[src/rtl/mips_decode_pipe.sv]
// Handshaked MIPS arithmetic decoder feeding an OUT_DEPTH-entry FIFO of decoded entries.
// Optional exception log (count / seen / first word) is built when DECODE_EXCEPT_LOG_EN is defined.
module mips_decode_pipe #(
    parameter int OUT_DEPTH = 2,
    parameter int CNT_W     = 8
) (
    input  logic             i_clk,
    input  logic             i_rst_n,
    input  logic             i_flush,
    input  logic             i_in_valid,
    output logic             o_in_ready,
    input  logic [31:0]      i_inst,
    output logic             o_out_valid,
    input  logic             i_out_ready,
    output logic             o_rd_src,
    output logic             o_writeenable,
    output logic [1:0]       o_alu_src2,
    output logic [2:0]       o_alu_op,
    output logic             o_except,
    output logic [4:0]       o_rs_num,
    output logic [4:0]       o_rt_num,
    output logic [4:0]       o_w_num,
    output logic [15:0]      o_imm,
    output logic [CNT_W-1:0] o_except_count,
    output logic             o_except_seen,
    output logic [31:0]      o_first_except_inst
);
    localparam int PTR_W  = (OUT_DEPTH > 1) ? $clog2(OUT_DEPTH) : 1;
    localparam int CNT_FW = $clog2(OUT_DEPTH + 1);
    localparam logic [PTR_W-1:0]  LAST_PTR = PTR_W'(OUT_DEPTH - 1);
    localparam logic [CNT_FW-1:0] FULL_CNT = CNT_FW'(OUT_DEPTH);

    typedef struct packed {
        logic        rd_src;
        logic        we;
        logic [1:0]  src2;
        logic [2:0]  op;
        logic        exc;
        logic [4:0]  rs;
        logic [4:0]  rt;
        logic [4:0]  wn;
        logic [15:0] imm;
    } entry_t;

    entry_t              w_dec;
    entry_t              w_head;
    entry_t              r_mem [OUT_DEPTH];
    logic [PTR_W-1:0]    r_head;
    logic [PTR_W-1:0]    r_tail;
    logic [CNT_FW-1:0]   r_count;
    logic                w_push;
    logic                w_pop;
    logic                w_known;
    logic [2:0]          w_op;
    logic [1:0]          w_src2;

    function automatic logic [PTR_W-1:0] ptr_inc(input logic [PTR_W-1:0] p);
        return (p == LAST_PTR) ? '0 : p + 1'b1;
    endfunction

    always_comb begin
        w_known = 1'b0;
        w_op    = 3'd0;
        w_src2  = 2'd0;
        if (i_inst[31:26] == 6'h00) begin
            case (i_inst[5:0])
                6'h20, 6'h21: begin w_known = 1'b1; w_op = 3'd2; end
                6'h22:        begin w_known = 1'b1; w_op = 3'd3; end
                6'h24:        begin w_known = 1'b1; w_op = 3'd4; end
                6'h25:        begin w_known = 1'b1; w_op = 3'd5; end
                6'h26:        begin w_known = 1'b1; w_op = 3'd7; end
                6'h27:        begin w_known = 1'b1; w_op = 3'd6; end
                default:      ;
            endcase
        end else begin
            case (i_inst[31:26])
                6'h08, 6'h09: begin w_known = 1'b1; w_op = 3'd2; w_src2 = 2'd1; end
                6'h0C:        begin w_known = 1'b1; w_op = 3'd4; w_src2 = 2'd2; end
                6'h0D:        begin w_known = 1'b1; w_op = 3'd5; w_src2 = 2'd2; end
                6'h0E:        begin w_known = 1'b1; w_op = 3'd7; w_src2 = 2'd2; end
                default:      ;
            endcase
        end
        // rd_src tracks the instruction format even for unrecognised words
        w_dec.rd_src = (i_inst[31:26] != 6'h00);
        w_dec.we     = w_known;
        w_dec.exc    = ~w_known;
        w_dec.op     = w_op;
        w_dec.src2   = w_src2;
        w_dec.rs     = i_inst[25:21];
        w_dec.rt     = i_inst[20:16];
        w_dec.wn     = w_dec.rd_src ? i_inst[20:16] : i_inst[15:11];
        w_dec.imm    = i_inst[15:0];
    end

    assign o_in_ready  = (r_count < FULL_CNT);
    assign o_out_valid = (r_count != '0);
    assign w_push      = i_in_valid & o_in_ready;
    assign w_pop       = o_out_valid & i_out_ready;

    always_ff @(posedge i_clk) begin
        if (w_push) begin
            r_mem[r_tail] <= w_dec;
        end
    end

    always_ff @(posedge i_clk or negedge i_rst_n) begin
        if (!i_rst_n) begin
            r_head  <= '0;
            r_tail  <= '0;
            r_count <= '0;
        end else if (i_flush) begin
            r_head  <= '0;
            r_tail  <= '0;
            r_count <= '0;
        end else begin
            if (w_push) r_tail <= ptr_inc(r_tail);
            if (w_pop)  r_head <= ptr_inc(r_head);
            if (w_push && !w_pop)      r_count <= r_count + 1'b1;
            else if (!w_push && w_pop) r_count <= r_count - 1'b1;
        end
    end

    // Empty FIFO presents an all-zero entry rather than stale storage
    assign w_head        = o_out_valid ? r_mem[r_head] : '0;
    assign o_rd_src      = w_head.rd_src;
    assign o_writeenable = w_head.we;
    assign o_alu_src2    = w_head.src2;
    assign o_alu_op      = w_head.op;
    assign o_except      = w_head.exc;
    assign o_rs_num      = w_head.rs;
    assign o_rt_num      = w_head.rt;
    assign o_w_num       = w_head.wn;
    assign o_imm         = w_head.imm;

`ifdef DECODE_EXCEPT_LOG_EN
    logic [31:0]      r_inst_mem [OUT_DEPTH];
    logic [CNT_W-1:0] r_exc_cnt;
    logic             r_exc_seen;
    logic [31:0]      r_first_inst;

    always_ff @(posedge i_clk) begin
        if (w_push) begin
            r_inst_mem[r_tail] <= i_inst;
        end
    end

    always_ff @(posedge i_clk or negedge i_rst_n) begin
        if (!i_rst_n) begin
            r_exc_cnt    <= '0;
            r_exc_seen   <= 1'b0;
            r_first_inst <= '0;
        end else if (i_flush) begin
            r_exc_cnt    <= '0;
            r_exc_seen   <= 1'b0;
            r_first_inst <= '0;
        end else if (w_pop && w_head.exc) begin
            if (r_exc_cnt != '1) r_exc_cnt <= r_exc_cnt + CNT_W'(1);
            if (!r_exc_seen) begin
                r_exc_seen   <= 1'b1;
                r_first_inst <= r_inst_mem[r_head];
            end
        end
    end

    assign o_except_count      = r_exc_cnt;
    assign o_except_seen       = r_exc_seen;
    assign o_first_except_inst = r_first_inst;
`else
    assign o_except_count      = '0;
    assign o_except_seen       = 1'b0;
    assign o_first_except_inst = '0;
`endif

endmodule
[config.mk]
export PLATFORM = sky130hd
export DESIGN_NAME = mips_decode_pipe
export DESIGN_NICKNAME = d
export VERILOG_FILES = /design/src/rtl/mips_decode_pipe.sv
export SDC_FILE = /design/constraint.sdc
export NUM_CORES = 1
export LEC_CHECK = 0
export ABC_AREA = 1
export BUFFER_PORTS_ARGS = -buffer_cell sky130_fd_sc_hd__buf_4
export CELL_PAD_IN_SITES_DETAIL_PLACEMENT = 0
export CELL_PAD_IN_SITES_GLOBAL_PLACEMENT = 2
export CORE_UTILIZATION = 28
export DETAILED_ROUTE_END_ITERATION = 16
export GPL_ROUTABILITY_DRIVEN = 0
export PLACE_DENSITY = 0.77
export SLEW_MARGIN = 10
export SYNTH_ARGS = -nofsm -noshare
export SYNTH_HDL_FRONTEND = slang
export SYNTH_SLANG_ARGS = --single-unit
[constraint.sdc]
create_clock -name i_clk -period 2.7 [get_ports i_clk]
set_clock_uncertainty 0.15 [all_clocks]
set_input_delay 0.54 -clock i_clk [delete_from_list [all_inputs] [get_ports i_clk]]
set_output_delay 0.54 -clock i_clk [all_outputs]
set_load 0.02 [all_outputs]
==> flow_summary.ini <==
[timing]
final_min_period_over_clock_period = 0.9034
rsz0062_at_grt = false
maxClockFrequency_mhz = 410.0
final_critical_path_setup_slack_ns = 0.2608
worstMarginPinSlew_ns = 0.5409
finalHoldViolations = 0
report.final.slew_viol_count = 0
min_period_ns = 2.439
worst_max_slew_margin_expressed_relative_to_the_limit = 0.6394
tns_ns = 0
setup_viol = 0

[worst_setup_path]
path_delay_family = buffers and inverters
worst-endpoint-arrival_ns = 1.75
regToRegEndpoint = r_mem[0][21]$_DFFE_PP_
worst_path_most_repeated_cell = sky130_fd_sc_hd__buf_4
critical_path.reg2reg.startpoint = r_count[1]$_DFFE_PN0P_
critPathLaunchType = flop
worstPathBufferInverterCount = 2
reg2regPathDepth = 4
setup.worst_path.class = reg2out
cp_endpoint_kind = primary output
path_cells = nor2_4, buf_4, a21oi_1, buf_4
cp_max_fanout = 20
largest_incremental_delay_on_the_critical_path_ns = 0.45
worstPathRequired_ns = 2.01
cp_slowest_cell = sky130_fd_sc_hd__nor2_4
rrSetupSlack_ns = 0.97

[floorplanning]
placementRows = 41
initial_utilization = 0.2898
die_ar_sq_um = 13630
chipWidth_um = 116.8
design.core.area_sq_um = 12720
dieHeight_um = 116.8
top_level_ports = 119

[synth]
synth_area_leader_cell = sky130_fd_sc_hd__edfxtp_1
synth.ff_latch_count = 82
seq_area_frac_synth = 0.6624
netlist_top_cells_area = sky130_fd_sc_hd__edfxtp_1, sky130_fd_sc_hd__nand2_1, sky130_fd_sc_hd__buf_4
synth_area_per_cell_sq_um = 10.88
netlist-cell-type-count = 23
syn_area_sq_um = 3687
synth_largest_type_area_fraction = 0.6352
post_syn_instances = 339
yosys_warnings = 0

[clock_tree]
clock_sinks = 82
postCtsSetupBuffers = 0
ctsHtreeMaxLevel = 3
clock-root-buffer = sky130_fd_sc_hd__clkbuf_16
clk_transition_reported_paths_ns = 0.06
cts_tree = built
clock_insertion_delay_worst_skew_ns = 0.32
cts_buffer_depth = 2
cts-buffers-inserted = 9

[routing]
routed-via-count = 2483
ratio_of_routed_vias_to_standard_cells = 4.145
drt_drc_violations_left = 0
drt-wirelength-per-cell_um = 12.90
drt-total-wl_um = 7725
drt_iter0_drc = 107
detail-route-antenna-nets = 0
dr.pass1.iters = 4

[layout]
insertedDiodeCount = 0
finish.instance_area_sq_um = 4633
layout.cells.non_filler = 599
num-nets-final = 459
share_of_cells_above_drive_strength_1 = 0.2600
area.growth.synth_to_final_pct = 25.65

[global_routing]
overflow = 0
grt.met2_usage = 0.2055
grt_pass1_wl_um = 11590
pin_count_of_the_biggest_net_entering_global_routing = 40
gr-usage-met1 = 0.1394
track_usage = 0.1166
grt.busiest_layer = met2
antenna_violations_before_repair = 0
globalRouteMet3Util = 0.02387
first_global_vias = 2347

[run]
maxCapViolations = 0

[placed_design]
port_buffers = 77
post-place-ws_ns = 0.5772
placement.cell_area_sq_um = 4334
placed_cells = 582
dp_hpwl_um = 5214

[run_status]
outcome = completed

[power_and_ir_drop]
leakage_nw = 1.963
vdd_drop_max_mv = 0.2714
pwr_density_cell_nw_per_um2 = 910.1
finalPower_mw = 4.217

[min_path]
min_path_type = in2reg
min-delay-start = i_inst[21]
timing.hold.worst_path_depth = 1
worstHoldEndpoint = r_mem[1][26]$_DFFE_PP_
power by group:
group | total, mW | switching [mW] | internal, mW | leakage, nW
combinational | 1.42 | 0.941 | 0.483 | 1.05
sequential | 1.62 | 0.0494 | 1.57 | 0.777
clock | 1.17 | 0.456 | 0.715 | 0.139
synthesized netlist by cell type (all sizes together):
cell	number
and3	1
nand2	112
nand4	3
buf	53
o21ai	7
inv	19
edfxtp	78
nand3	6
conb	1
dfrtp	4
nor2	11
clkbuf	1
a21oi	41
nor3	2
state kept, by name (all words and copies together), names as in the netlist:
register / flops
r_count: 2
r_head: 1
r_tail: 1
r_mem: 78
layer usage:
metal	share of wire	vias to the layer above
li1	-	1223
met4	0.012	0
met1	0.45	1162
met3	0.049	9
met2	0.49	89
met5	0	-
through the flow:
step	hold slack, ns	utilization
global route	0.2327	0.3642
floorplan	0.09441	-
global placement	0.1910	0.3407
CTS	0.2346	0.3642
finish	0.2475	0.3642
detailed placement	0.1929	0.3407
timing repair:
item,CTS,global route
hold buffers,1,0
resized for setup,0,0
hold endpoints to repair,4,0
worst max-delay path by stage:
stage,from,end,cells after the start
2_1_floorplan,r_count[1]$_DFFE_PN0P_,r_mem[1][0]$_DFFE_PP_,3
3_3_place_gp,r_count[1]$_DFFE_PN0P_,o_w_num[1],4
3_5_place_dp,r_count[1]$_DFFE_PN0P_,o_imm[13],4
4_1_cts,r_count[1]$_DFFE_PN0P_,o_imm[13],4
5_1_grt,r_count[1]$_DFFE_PN0P_,o_w_num[2],4
6_report,r_count[1]$_DFFE_PN0P_,o_imm[13],4
cell usage in the layout, fill, tap and decap left out, types with 2 or more instances in the layout:
| cell | instances |
|---|---|
| sky130_fd_sc_hd__nand2_1 | 110 |
| sky130_fd_sc_hd__buf_4 | 85 |
| sky130_fd_sc_hd__edfxtp_1 | 78 |
| sky130_fd_sc_hd__conb_1 | 41 |
| sky130_fd_sc_hd__a21oi_1 | 40 |
| sky130_fd_sc_hd__inv_1 | 15 |
| sky130_fd_sc_hd__clkbuf_16 | 9 |
| sky130_fd_sc_hd__nor2_1 | 8 |
| sky130_fd_sc_hd__nand3_1 | 5 |
| sky130_fd_sc_hd__inv_2 | 4 |
| sky130_fd_sc_hd__o21ai_0 | 4 |
| sky130_fd_sc_hd__dfrtp_1 | 4 |
| sky130_fd_sc_hd__nor2_4 | 3 |
| sky130_fd_sc_hd__nand4_1 | 3 |
| sky130_fd_sc_hd__o21ai_1 | 3 |
| sky130_fd_sc_hd__clkinv_2 | 2 |
| sky130_fd_sc_hd__clkbuf_1 | 2 |
kinds of logic after synthesis:
group / after synthesis / share of synthesized area
simple gates: 135 / 0.1490
flops: 82 / 0.6624
buf+inv: 73 / 0.1215
compound gates: 48 / 0.06617
other cells: 1 / 0.001017
layout make-up:
cell class | instances | area, sq um
inverter | 19 | 71.32
timing repair buffer | 86 | 648.1
fill | 1311 | 8089
sequential | 82 | 2442
multi-input combinational | 224 | 967.2
clock inverter | 5 | 56.30
clock buffer | 11 | 232.7
tap | 172 | 215.2
(Power assumes the default switching activity.)
